## config.mk

```make
export PLATFORM = sky130hd
export DESIGN_NAME = alu_seq
export DESIGN_NICKNAME = d
export VERILOG_FILES = /design/src/rtl/alu_seq.sv
export SDC_FILE = /design/constraint.sdc
export NUM_CORES = 1
export LEC_CHECK = 0
export ABC_AREA = 1
export ABC_CLOCK_PERIOD_IN_PS = 3500
export CAP_MARGIN = 20
export CORE_MARGIN = 8
export CORE_UTILIZATION = 29
export CTS_BUF_LIST = sky130_fd_sc_hd__clkbuf_8
export CTS_CLUSTER_SIZE = 10
export DETAILED_ROUTE_END_ITERATION = 8
export GPL_ROUTABILITY_DRIVEN = 0
export PLACE_DENSITY = 0.51
export SLEW_MARGIN = 20
export SYNTH_ARGS = -nofsm -noshare
export SYNTH_HDL_FRONTEND = slang
export SYNTH_SLANG_ARGS = --single-unit
```

## constraint.sdc

```tcl
create_clock -name clk -period 3.5 [get_ports clk]
set_input_delay 0.525 -clock clk [delete_from_list [all_inputs] [get_ports clk]]
set_output_delay 0.525 -clock clk [all_outputs]
set_load 0.02 [all_outputs]
```

## src/rtl/alu_seq.sv

```systemverilog
// alu_seq: sequences scalar or 4x4 matrix ops through a shared 32-bit lane,
// assembling per-element results into a 512-bit buffer for writeback.
module alu_seq (
  input  logic         clk,
  input  logic         rst_n,
  input  logic         in_valid,
  output logic         in_ready,
  input  logic         in_mat,
  input  logic [4:0]   in_rd,
  output logic         lane_valid,
  output logic [1:0]   lane_i,
  output logic [1:0]   lane_j,
  input  logic         lane_done,
  input  logic [31:0]  lane_res,
  output logic         out_valid,
  input  logic         out_ready,
  output logic [511:0] out_res_M,
  output logic [4:0]   out_rd,
  output logic         out_mat,
  input  logic         flush,
  output logic [31:0]  op_count
);
  typedef enum logic [1:0] {IDLE, RUN, DONE} state_t;
  state_t state_q, state_d;
  logic [1:0] i_q, i_d, j_q, j_d;
  logic [511:0] res_q, res_d;
  logic [4:0] rd_q, rd_d;
  logic mat_q, mat_d;
  logic [31:0] op_count_q, op_count_d;
  always_comb begin
    state_d = state_q;
    i_d = i_q;
    j_d = j_q;
    res_d = res_q;
    rd_d = rd_q;
    mat_d = mat_q;
    op_count_d = op_count_q;
    if (flush) begin
      state_d = IDLE;
    end else if (state_q == IDLE && in_valid) begin
      state_d = RUN;
      rd_d = in_rd;
      mat_d = in_mat;
      res_d = '0;
      i_d = 2'd0;
      j_d = 2'd0;
    end else if (state_q == RUN && lane_done) begin
      // element k = 4*i+j lives at bit offset 32*k = {i,j,5'b0}
      res_d[{i_q, j_q, 5'd0} +: 32] = lane_res;
      j_d = j_q + 2'd1;
      i_d = (j_q == 2'd3) ? i_q + 2'd1 : i_q;
      if (!mat_q || {i_q, j_q} == 4'hf) state_d = DONE;
    end else if (state_q == DONE && out_ready) begin
      state_d = IDLE;
      op_count_d = op_count_q + 32'd1;
    end
  end
  always_ff @(posedge clk or negedge rst_n) begin
    if (!rst_n) begin
      state_q <= IDLE;
      i_q <= 2'd0;
      j_q <= 2'd0;
      res_q <= '0;
      rd_q <= 5'd0;
      mat_q <= 1'b0;
      op_count_q <= 32'd0;
    end else begin
      state_q <= state_d;
      i_q <= i_d;
      j_q <= j_d;
      res_q <= res_d;
      rd_q <= rd_d;
      mat_q <= mat_d;
      op_count_q <= op_count_d;
    end
  end
  assign in_ready = state_q == IDLE;
  assign lane_valid = state_q == RUN;
  assign out_valid = state_q == DONE;
  assign lane_i = i_q;
  assign lane_j = j_q;
  assign out_res_M = res_q;
  assign out_rd = rd_q;
  assign out_mat = mat_q;
  assign op_count = op_count_q;
endmodule

```

==> results of run 1 <==
==> power groups by stage <==
stage / Sequential [mW] / Clock, mW / Combinational, mW
4_1_cts: 6.64 / 6.84 / 2.23
3_3_place_gp: 6.74 / 0 / 2.25
6_report: 6.63 / 6.65 / 2.21
3_5_place_dp: 6.75 / 0 / 2.22
5_1_grt: 6.65 / 7.11 / 2.38
2_1_floorplan: 6.85 / 0 / 0.944
==> worst reg2reg max path, stage by stage, from the launching register on <==
cell and delay [ps]:
dfrtp_1 500, inv_1 170, ha_1 210, nand2_1 260, inv_1 190, nor2_4 260
buf_4 660, nand3_1 270, nand2_1 110
==> synth_stat cells, drive strengths merged (7+ instances only) <==
library cell  instances  area [um2]
dfrtp               556       13900
nand4                 7        43.8
inv                 153         574
ha                    7        87.6
o21ai                32         160
buf                  95         445
nand2              1009        3810
nand3b                8        60.1
nor2                171         669
nor3                 76         395
xor2                 11        96.3
clkinv               19        71.3
clkbuf              100         375
nand3               683        3430
==> worst paths after layout <==
path	slack, ps	cells after the start	end	startpoint
hold / removal	460	2	out_rd[3]	in_rd[3]
max in group asynchronous	2020	4	out_res_M[192]	rst_n
min in group asynchronous	470	2	out_res_M[44]	rst_n
hold reg to reg	490	2	out_res_M[192]	out_res_M[192]
setup / recovery	820	8	out_res_M[137]	lane_i[1]
setup reg to reg	820	8	out_res_M[137]	lane_i[1]
==> through the flow <==
step                utilization, %  hold WS, ps  setup WS, ps  total power, mW  instance area (um2)
floorplan                        -          229           811             7.80                24300
global placement              38.3          480           786             8.99                31900
detailed placement            38.3          485           802             8.97                31900
CTS                           40.9          375           840             15.7                34100
global route                  40.9          419           607             16.1                34100
finish                        40.9          459           819             15.5                34100
==> per-layer routing <==
| metal | up-vias | part of all wire, % | global-route usage (%) |
|---|---|---|---|
| met3 | 163 | 7.6 | 6.55 |
| met1 | 11200 | 42 | 30.2 |
| met5 | - | 0.076 | 0 |
| met4 | 12 | 3.1 | 7.14 |
| li1 | 10700 | - | - |
| met2 | 797 | 47 | 37.8 |
==> layout make-up <==
type	instances	area, um2
Fill cell	8538	49200
Clock buffer	130	1790
Multi-Input combinational cell	2017	8950
Sequential cell	556	13900
Tap cell	1080	1350
Clock inverter	56	383
Timing Repair Buffer	701	7030
Inverter	172	646
Antenna cell	4	10.0
==> registers in the layout (all words and copies together) (netlist names) <==
register and flops:
lane_i 2, lane_j 2, op_count 32, out_mat 1, out_rd 5, out_res_M 512, state_q 2
==> timing repair <==
item,CTS,global route
hold buffers,1,0
endpoints found under the hold margin,78,0
endpoints found under the setup margin,0,0
==> cells by family after synthesis <==
kind of cell,after synthesis,synth area share (%)
flops,556,57.4
fa+ha+maj,7,0.361
buf+inv,367,6.05
compound gates,34,0.707
simple gates,1954,34.7
mux,6,0.279
xor+xnor,16,0.578
==> key figures, run 1 <==
Global routing
  – Largest net degree at the start of global routing: 101
  – Initial antenna violation count: 11
  – Vias in the first global route: around 23,000
  – First-pass GRT wire length: 164 mm
  – Tot GR Track Use: around a quarter
  – Global route total overflow: 0

Timing
  – Clock Skews: 50.4 ps
  – Fmax: 0.373 GHz
  – Setup TNS: 0 ps
  – Worst Tran Pin Value: 906 ps
  – Count of pins over their slew limit: 0
  – Slew HR: 39.6%
  – RSZ-0062 raised after global routing: false
  – Setup violators final: 0
  – Fin. Hold Viols: 0
  – Final Cycle Share: between 70% and 80%
  – Fin crit period: 2680 ps

Power
  – Leak pwr: ~17 nW
  – Sequential power share: 42.8%
  – Comb pwr share: between 10% and 20%
  – Pwr/cell area: between 400 and 500 nW/um2
  – Pint: 10.7 mW
  – Power share of the clock group: a little over two fifths
  – P_sw: about 4.8 mW
  – Sw Ratio: 30.8%
  – Max rail drop VDD: 272 uV

Detailed routing
  – Avg WL per Cell: 23.9 um
  – DRT Wirelength: 113 mm
  – Initial DRC count: 1,790
  – Via count: 22,800
  – Post-route DRC violation count: 0
  – Drt first pass iters: 6
  – Antenna viol nets, final: 0
  – DR vias/cell: 4.84

Cells and area
  – Commonest non-fill, non-tap cell in the layout: nand2_1
  – Post-route insts no fill: 4,716
  – Area growth, synth to finish: 40.5%
  – Share of cells above drive strength 1: 8.20%
  – Most frequent cells in the layout: nand2_1, nand3_1, clkdlybuf4s50_1
  – Nets: ~3,600

Hold path
  – Hold crit path type: in -> reg

Setup path
  – Slowest stage delay, CP: 660 ps
  – Worst Setup Path Type: reg -> reg
  – Crit-path slowest cell: buf_4
  – Crit path buffers/inverters: 3
  – Crit path max-delay family: buffers and inverters
  – Critical Path AT: roughly 3300 ps
  – Critical-path cell list: inv_1 > ha_1 > nand2_1 > inv_1 > nor2_4 > buf_4 > nand3_1 > nand2_1
  – Crit Path Max Fanout: between 60 and 70
  – Critical path launch point type: register
  – CP required: 4120 ps
  – Crit end category: register

Floorplan
  – Top-level port count: 601
  – Core area: 83,300 um2
  – Row cnt: about 110
  – Die ar.: 93,100 um2
  – Die Span Y: approximately 310 um
  – Die X: 305 um
  – Initial core utilization: between 20% and 30%

Logic synthesis
  – Async set-reset flop share out of synthesis: between 90% and 100%
  – Distinct cells, synth: 27
  – Dominant synthesized flop cell: dfrtp_1
  – Synth Net Count: 2,991
  – Mapped Cells: a little under 3,000
  – Post-Syn Area: 24,300 um2
  – Seq/Total Area, Yosys: a little under three fifths
  – Number of synthesized flops with an enable pin: 0
  – Register bit total from synthesis: 556
  – Syn avg cell area: 8.25 um2
  – Synthesis Warnings: 0

Placement
  – HPWL after DPL: 80.6 mm
  – IO Port Bufs: 600
  – Placed Cells: 4,525

CTS
  – CTS tree: done
  – CTS Buffer Depth: 3
  – Htree depth: 3
  – Post CTS Setup Buffer Count: 0
  – Cts repair resizes: 0
  – Cts bufs inserted: 103
  – Clock latency on the worst-skew pair: 730 ps
  – Clock Sinks: 556
  – CTS clk-pin slew, worst paths: 60 ps
  – Clock root cell: clkbuf_8

Run status
  – Status: finished, final reports clean

Flow run
  – Number of max-cap violations: 0
No activity file was read; power rests on OpenSTA's default activity.
==> run 2: changes to the inputs <==
- ABC_CLOCK_PERIOD_IN_PS: 3500 -> 2400
- PLACE_DENSITY: 0.51 -> 0.53
- clock period: 3.5 -> 2.4 ns (I/O delays scaled with it)
==> run 2 against run 1 <==
Sequential power is 46% higher; power is 47% higher; critical path depth is 6 lower; combinational power is 57% higher; clock power is 46% higher; clock skew is 16 ps lower; hold slack worse by 250 ps; final area is 3.0% higher; final cell count is 1.6% higher; die area stayed put; routed wire length is 1.8% lower; critical path type is now reg -> out; critical endpoint is now lane_j[1].
==> key figures, run 2 (synthesized netlist as in run 1, its figures left out) <==
Global routing
  – First-pass GRT wire length: 163 mm (was 164 mm)
  – Initial antenna violation count: 7 (was 11)
  – Global route total overflow: 0 (unchanged)
  – Tot GR Track Use: 23.0% (was 23.3%)
  – Largest net degree at the start of global routing: 86 (was 101)
  – Vias in the first global route: 23,200 (was 22,700)

Timing
  – Fin crit period: 2240 ps
  – RSZ-0062 raised after global routing: false (unchanged)
  – Slew HR: 55.2% (was 39.6%)
  – Worst Tran Pin Value: 672 ps (was 906 ps)
  – Final Cycle Share: 93.2%
  – Fmax: around 0.45 GHz
  – Final WS setup: 164 ps (was 819 ps)
  – Fin. Hold Viols: 0 (unchanged)
  – Setup violators final: 0 (unchanged)
  – Count of pins over their slew limit: 0 (unchanged)
  – Clock Skews: 34.5 ps (was 50.4 ps)

CTS
  – CTS Buffer Depth: 3 (unchanged)
  – Htree depth: 3 (unchanged)
  – CTS clk-pin slew, worst paths: 60 ps (about the same)
  – CTS tree: done (unchanged)
  – Clock root cell: clkbuf_8 (unchanged)
  – Clock Sinks: 556 (unchanged)
  – Cts bufs inserted: 102 (was 103)
  – Clock latency on the worst-skew pair: 710 ps (was 730 ps)

Detailed routing
  – DRT Wirelength: 111 mm (was 113 mm)
  – Antenna viol nets, final: 0 (unchanged)
  – Avg WL per Cell: 23.1 um (was 23.9 um)
  – DR vias/cell: 4.83 (was 4.84)
  – Drt first pass iters: 5 (was 6)
  – Via count: 23,200 (was 22,800)
  – Initial DRC count: 1,715 (was 1,790)
  – Post-route DRC violation count: 0 (unchanged)

Cells and area
  – Final Cell Area: 35,100 um2 (was 34,100 um2)
  – Max reg flops: 512 (unchanged)
  – Commonest non-fill, non-tap cell in the layout: nand2_1 (unchanged)
  – Area occupied by multi-input gates: 8980 um2 (was 8950 um2)
  – Fillers: 8,517 (was 8,538)
  – Core Util, Final: 42.2% (was 40.9%)
  – Nets: 3,674 (was 3,602)
  – Share of cells above drive strength 1: 10.1% (was 8.20%)
  – Most frequent cells in the layout: nand2_1, nand3_1, clkdlybuf4s50_1 (unchanged)
  – Area growth, synth to finish: 44.8% (was 40.5%)
  – Reg area: 13,900 um2 (about the same)

Power
  – Pwr/cell area: 650 nW/um2 (was 455 nW/um2)
  – Leak pwr: 17.5 nW (was 17.0 nW)
  – Max rail drop VDD: 403 uV (was 272 uV)

Floorplan
  – Die Span Y: 305 um (unchanged)
  – Top-level port count: 601 (unchanged)
  – Die ar.: 93,100 um2 (unchanged)
  – Die X: 305 um (unchanged)
  – Row cnt: 106 (unchanged)
  – Core area: 83,300 um2 (unchanged)
  – Initial core utilization: 29.1% (unchanged)

Run status
  – Status: finished, final reports clean (unchanged)

Setup path
  – Critical-path cell list: buf_4 > clkdlybuf4s50_1 (was inv_1 > ha_1 > nand2_1 > inv_1 > nor2_4 > buf_4 > nand3_1 > nand2_1)
  – Slowest stage delay, CP: 680 ps (was 660 ps)
  – Worst Setup Path Type: reg -> out (was reg -> reg)
  – Crit-path slowest cell: clkdlybuf4s50_1 (was buf_4)
  – Critical Path AT: 1880 ps (was 3300 ps)
  – Critical path launch point type: register (unchanged)
  – Crit Path Max Fanout: 4 (was 64)
  – Crit end category: output pin (was register)
  – CP required: 2040 ps (was 4120 ps)

Placement
  – HPWL after DPL: 80.6 mm (about the same)
  – IO Port Bufs: 600 (unchanged)
  – Area post-placement: 32,900 um2 (was 31,900 um2)
  – Placement Setup Slack: -1.02 ps (was 802 ps)

Hold path
  – Hold crit path type: in -> async (was in -> reg)

Flow run
  – Number of max-cap violations: 0 (unchanged)
[run 2: final cells by class]
cell class                 count  area share (%)
antenna                        6          0.0428
clock inverter                53            1.05
sequential                   556            39.6
timing repair buffer         774            22.8
clock buffer                 133            5.21
multi-input combinational   2017            25.6
tap                         1080            3.85
inverter                     172            1.84
[run 2: what timing repair did]
| action | 4_1_cts | 5_1_grt |
|---|---|---|
| setup buffers | 0 | 0 |
| gates resized for setup | 4 | 1 |
| endpoints found under the setup margin | 6 | 6 |
| endpoints found under the hold margin | 67 | 0 |
| hold buffers | 1 | 0 |
[run 2: metrics by stage]
step	std cells	setup TNS [ps]	hold WS (ps)	total power, mW
3_5_place_dp	4598	-1.02	333	13.3
6_report	4791	0	207	22.8
4_1_cts	4785	0	147	23.1
2_1_floorplan	2940	-42.1	64.4	11.4
5_1_grt	4786	0	180	23.8
3_3_place_gp	4598	0	326	13.3
[run 2: worst max-delay path, delay by kind of cell (launching register included)]
kind / cells / cell delay [ps]
buffers and inverters: 2 / 840
DFF: 1 / 360
[run 2: layer usage]
metal  GRT usage (%)  wire length [um]  share of wire [%]  vias up
met3            5.77              7880                7.1      200
li1                -                 -                  -    10800
met2            36.4             50800                 46      810
met4            9.63              5300                4.8        4
met1            29.8             46500                 42    11300
met5               0                27              0.024        -
[run 2: report_power, final]
part	internal (mW)	switching, mW	total [mW]
Clock	5.49	4.22	9.71
Sequential	9.54	0.118	9.65
Combinational	1.00	2.46	3.47
Total	16.0	6.80	22.8
[run 2: path summary, 6_finish.rpt]
| check | startpoint | end | slack [ps] | depth (start not counted) |
|---|---|---|---|---|
| worst max-delay path | lane_j[1] | lane_j[1] | 160 | 2 |
| worst min-delay path | rst_n | out_res_M[295] | 210 | 2 |
| worst max register to register | lane_j[0] | out_res_M[303] | 180 | 9 |
| worst min register to register | out_res_M[259] | out_res_M[259] | 490 | 2 |
| max in group asynchronous | rst_n | out_res_M[49] | 1310 | 4 |
| min in group clk | in_rd[2] | out_rd[2] | 280 | 2 |
==> run 3: changes to the inputs <==
- CORE_UTILIZATION: 29 -> 46
- PLACE_DENSITY: 0.53 -> 0.77
==> run 3 against run 2 <==
Combinational power down 5%; maximum frequency down 2.1%; hold slack better by 45 ps; clock power down 10%; clock-buffer cell count down 11; flip-flop and latch count unchanged; routed wire length down 12%; register-to-register slack worse by 60 ps; via count up 2.5%; largest power group is now registers; first-iteration DRC count up 46%; clock skew down 0.75 ps; sequential power about the same.
==> key figures, run 3 (synthesized netlist as in run 1, its figures left out) <==
Timing
  – Fin crit period: 2280 ps (was 2240 ps)
  – Setup TNS: 0 ps (unchanged)
  – Clock Skews: 33.7 ps (was 34.5 ps)
  – RSZ-0062 raised after global routing: false (unchanged)
  – Fmax: 0.438 GHz (was 0.447 GHz)
  – Slew HR: 53.4% (was 55.2%)
  – Final Cycle Share: 95.2% (was 93.2%)
  – Setup violators final: 0 (unchanged)
  – Count of pins over their slew limit: 0 (unchanged)
  – Fin. Hold Viols: 0 (unchanged)
  – Worst Tran Pin Value: 700 ps (was 672 ps)

CTS
  – Clock root cell: clkbuf_8 (unchanged)
  – CTS tree: done (unchanged)
  – Htree depth: 3 (unchanged)
  – Clock latency on the worst-skew pair: 680 ps (was 710 ps)
  – CTS Buffer Depth: 3 (unchanged)
  – Cts bufs inserted: 95 (was 102)
  – Clock Sinks: 556 (unchanged)
  – CTS clk-pin slew, worst paths: 60 ps (about the same)

Global routing
  – Initial antenna violation count: 2 (was 7)
  – Global route total overflow: 0 (unchanged)
  – Vias in the first global route: 23,100 (was 23,200)
  – First-pass GRT wire length: 145 mm (was 163 mm)
  – Tot GR Track Use: 31.2% (was 23.0%)
  – Largest net degree at the start of global routing: 73 (was 86)

Power
  – Max rail drop VDD: 416 uV (was 403 uV)
  – Leak pwr: 17.1 nW (was 17.5 nW)
  – Pwr/cell area: 639 nW/um2 (was 650 nW/um2)
  – Final Power: 21.7 mW (was 22.8 mW)

Placement
  – HPWL after DPL: 69.7 mm (was 80.6 mm)
  – Area post-placement: 32,000 um2 (was 32,900 um2)
  – IO Port Bufs: 600 (unchanged)

Cells and area
  – Commonest non-fill, non-tap cell in the layout: nand2_1 (unchanged)
  – Share of cells above drive strength 1: 8.80% (was 10.1%)
  – Nets: 3,620 (was 3,674)
  – Max reg flops: 512 (unchanged)
  – Fillers: 4,346 (was 8,517)
  – Area growth, synth to finish: 39.9% (was 44.8%)
  – Core Util, Final: 64.8% (was 42.2%)
  – Final Cell Area: 33,900 um2 (was 35,100 um2)
  – Most frequent cells in the layout: nand2_1, nand3_1, clkdlybuf4s50_1 (unchanged)

Floorplan
  – Die X: 246 um (was 305 um)
  – Die Span Y: 246 um (was 305 um)
  – Die ar.: 60,300 um2 (was 93,100 um2)
  – Row cnt: 84 (was 106)
  – Core area: 52,300 um2 (was 83,300 um2)
  – Top-level port count: 601 (unchanged)
  – Initial core utilization: 46.3% (was 29.1%)

Detailed routing
  – Avg WL per Cell: 22.5 um (was 23.1 um)
  – DRT Wirelength: 97.4 mm (was 111 mm)
  – DR vias/cell: 5.48 (was 4.83)
  – Initial DRC count: 2,503 (was 1,715)
  – Drt first pass iters: 6 (was 5)
  – Post-route DRC violation count: 0 (unchanged)
  – Antenna viol nets, final: 0 (unchanged)
  – Via count: 23,800 (was 23,200)

Hold path
  – Hold crit path type: in -> async (unchanged)

Setup path
  – Slowest stage delay, CP: 410 ps (was 680 ps)
  – Internal reg-to-reg setup slack: 120 ps (was 180 ps)
  – Crit path buffers/inverters: 5 (was 2)
  – CP required: 3010 ps (was 2040 ps)
  – Crit path max-delay family: buffers and inverters (unchanged)
  – Critical Path AT: 2900 ps (was 1880 ps)
  – Crit-path slowest cell: dfrtp_2 (was clkdlybuf4s50_1)
  – Critical-path cell list: inv_2 > ha_1 > clkinv_1 > buf_12 > nor3_1 > buf_4 > inv_1 > nor2_1 > nand2_1 > nand2_1 (was buf_4 > clkdlybuf4s50_1)
  – R2r worst-path depth: 10 (was 9)
  – Worst Setup Path Type: reg -> reg (was reg -> out)
  – Cell mode on critical path: nand2_1
  – Crit end category: register (was output pin)
  – RR Endpoint: out_res_M[297] (was out_res_M[303])
  – FF-to-FF Start: lane_j[0] (unchanged)
  – Crit Path Max Fanout: 33 (was 4)
  – Critical path launch point type: register (unchanged)

Run status
  – Status: finished, final reports clean (unchanged)

Flow run
  – Number of max-cap violations: 0 (unchanged)
[run 3: routing by layer]
layer | vias up | share of wire [%] | GRT usage (%)
li1 | 10700 | - | -
met1 | 11500 | 38 | 39.8
met2 | 1331 | 46 | 48.9
met3 | 243 | 10 | 8.19
met4 | 2 | 5.4 | 15.6
met5 | - | 0.013 | 0
[run 3: worst max path at each step]
stage | slack (ps) | depth (start not counted) | start | to
6_report | 120 | 10 | lane_j[0] | out_res_M[297]
5_1_grt | 2 | 9 | lane_j[0] | out_res_M[312]
4_1_cts | 3 | 3 | state_q[1] | out_valid
3_5_place_dp | 160 | 9 | flush | out_res_M[326]
3_3_place_gp | 180 | 9 | flush | out_res_M[134]
2_1_floorplan | -2 | 12 | lane_j[0] | out_res_M[140]
[run 3: layout make-up]
cell class,instances,area (um2),share of cell area [%]
Inverter,172,646,1.90
Multi-Input combinational cell,2017,8980,26.5
Tap cell,688,861,2.54
Antenna cell,1,2.50,0.00737
Clock buffer,122,1680,4.95
Sequential cell,556,13900,41.0
Clock inverter,53,278,0.819
Timing Repair Buffer,727,7570,22.3
[run 3: through the flow]
step                      hold slack, ps  setup slack (ps)  cells
after floorplan                     64.4             -2.31   2940
after global placement               374               178   4159
after detailed placement             363               159   4159
after CTS                            216              2.89   4335
after global routing                 259              2.22   4336
final                                251               116   4336
[run 3: power breakdown]
| part | switching [mW] | internal (mW) |
|---|---|---|
| combinational | 2.35 | 0.933 |
| clock | 4.03 | 4.69 |
| sequential | 0.133 | 9.53 |
[run 3: timing repair]
action | in CTS | in global routing
buffers inserted | 0 | 0
hold endpoints to repair | 41 | 0
resized for setup | 0 | 4
hold buffers | 1 | 0
setup endpoints to repair | 0 | 4
[run 3: worst register-to-register path: stages, from the launching register on]
cell and delay [ps]:
dfrtp_2 410, inv_2 110, ha_1 390, clkinv_1 160, buf_12 200, nor3_1 350
buf_4 210, inv_1 40, nor2_1 190, nand2_1 80, nand2_1 70
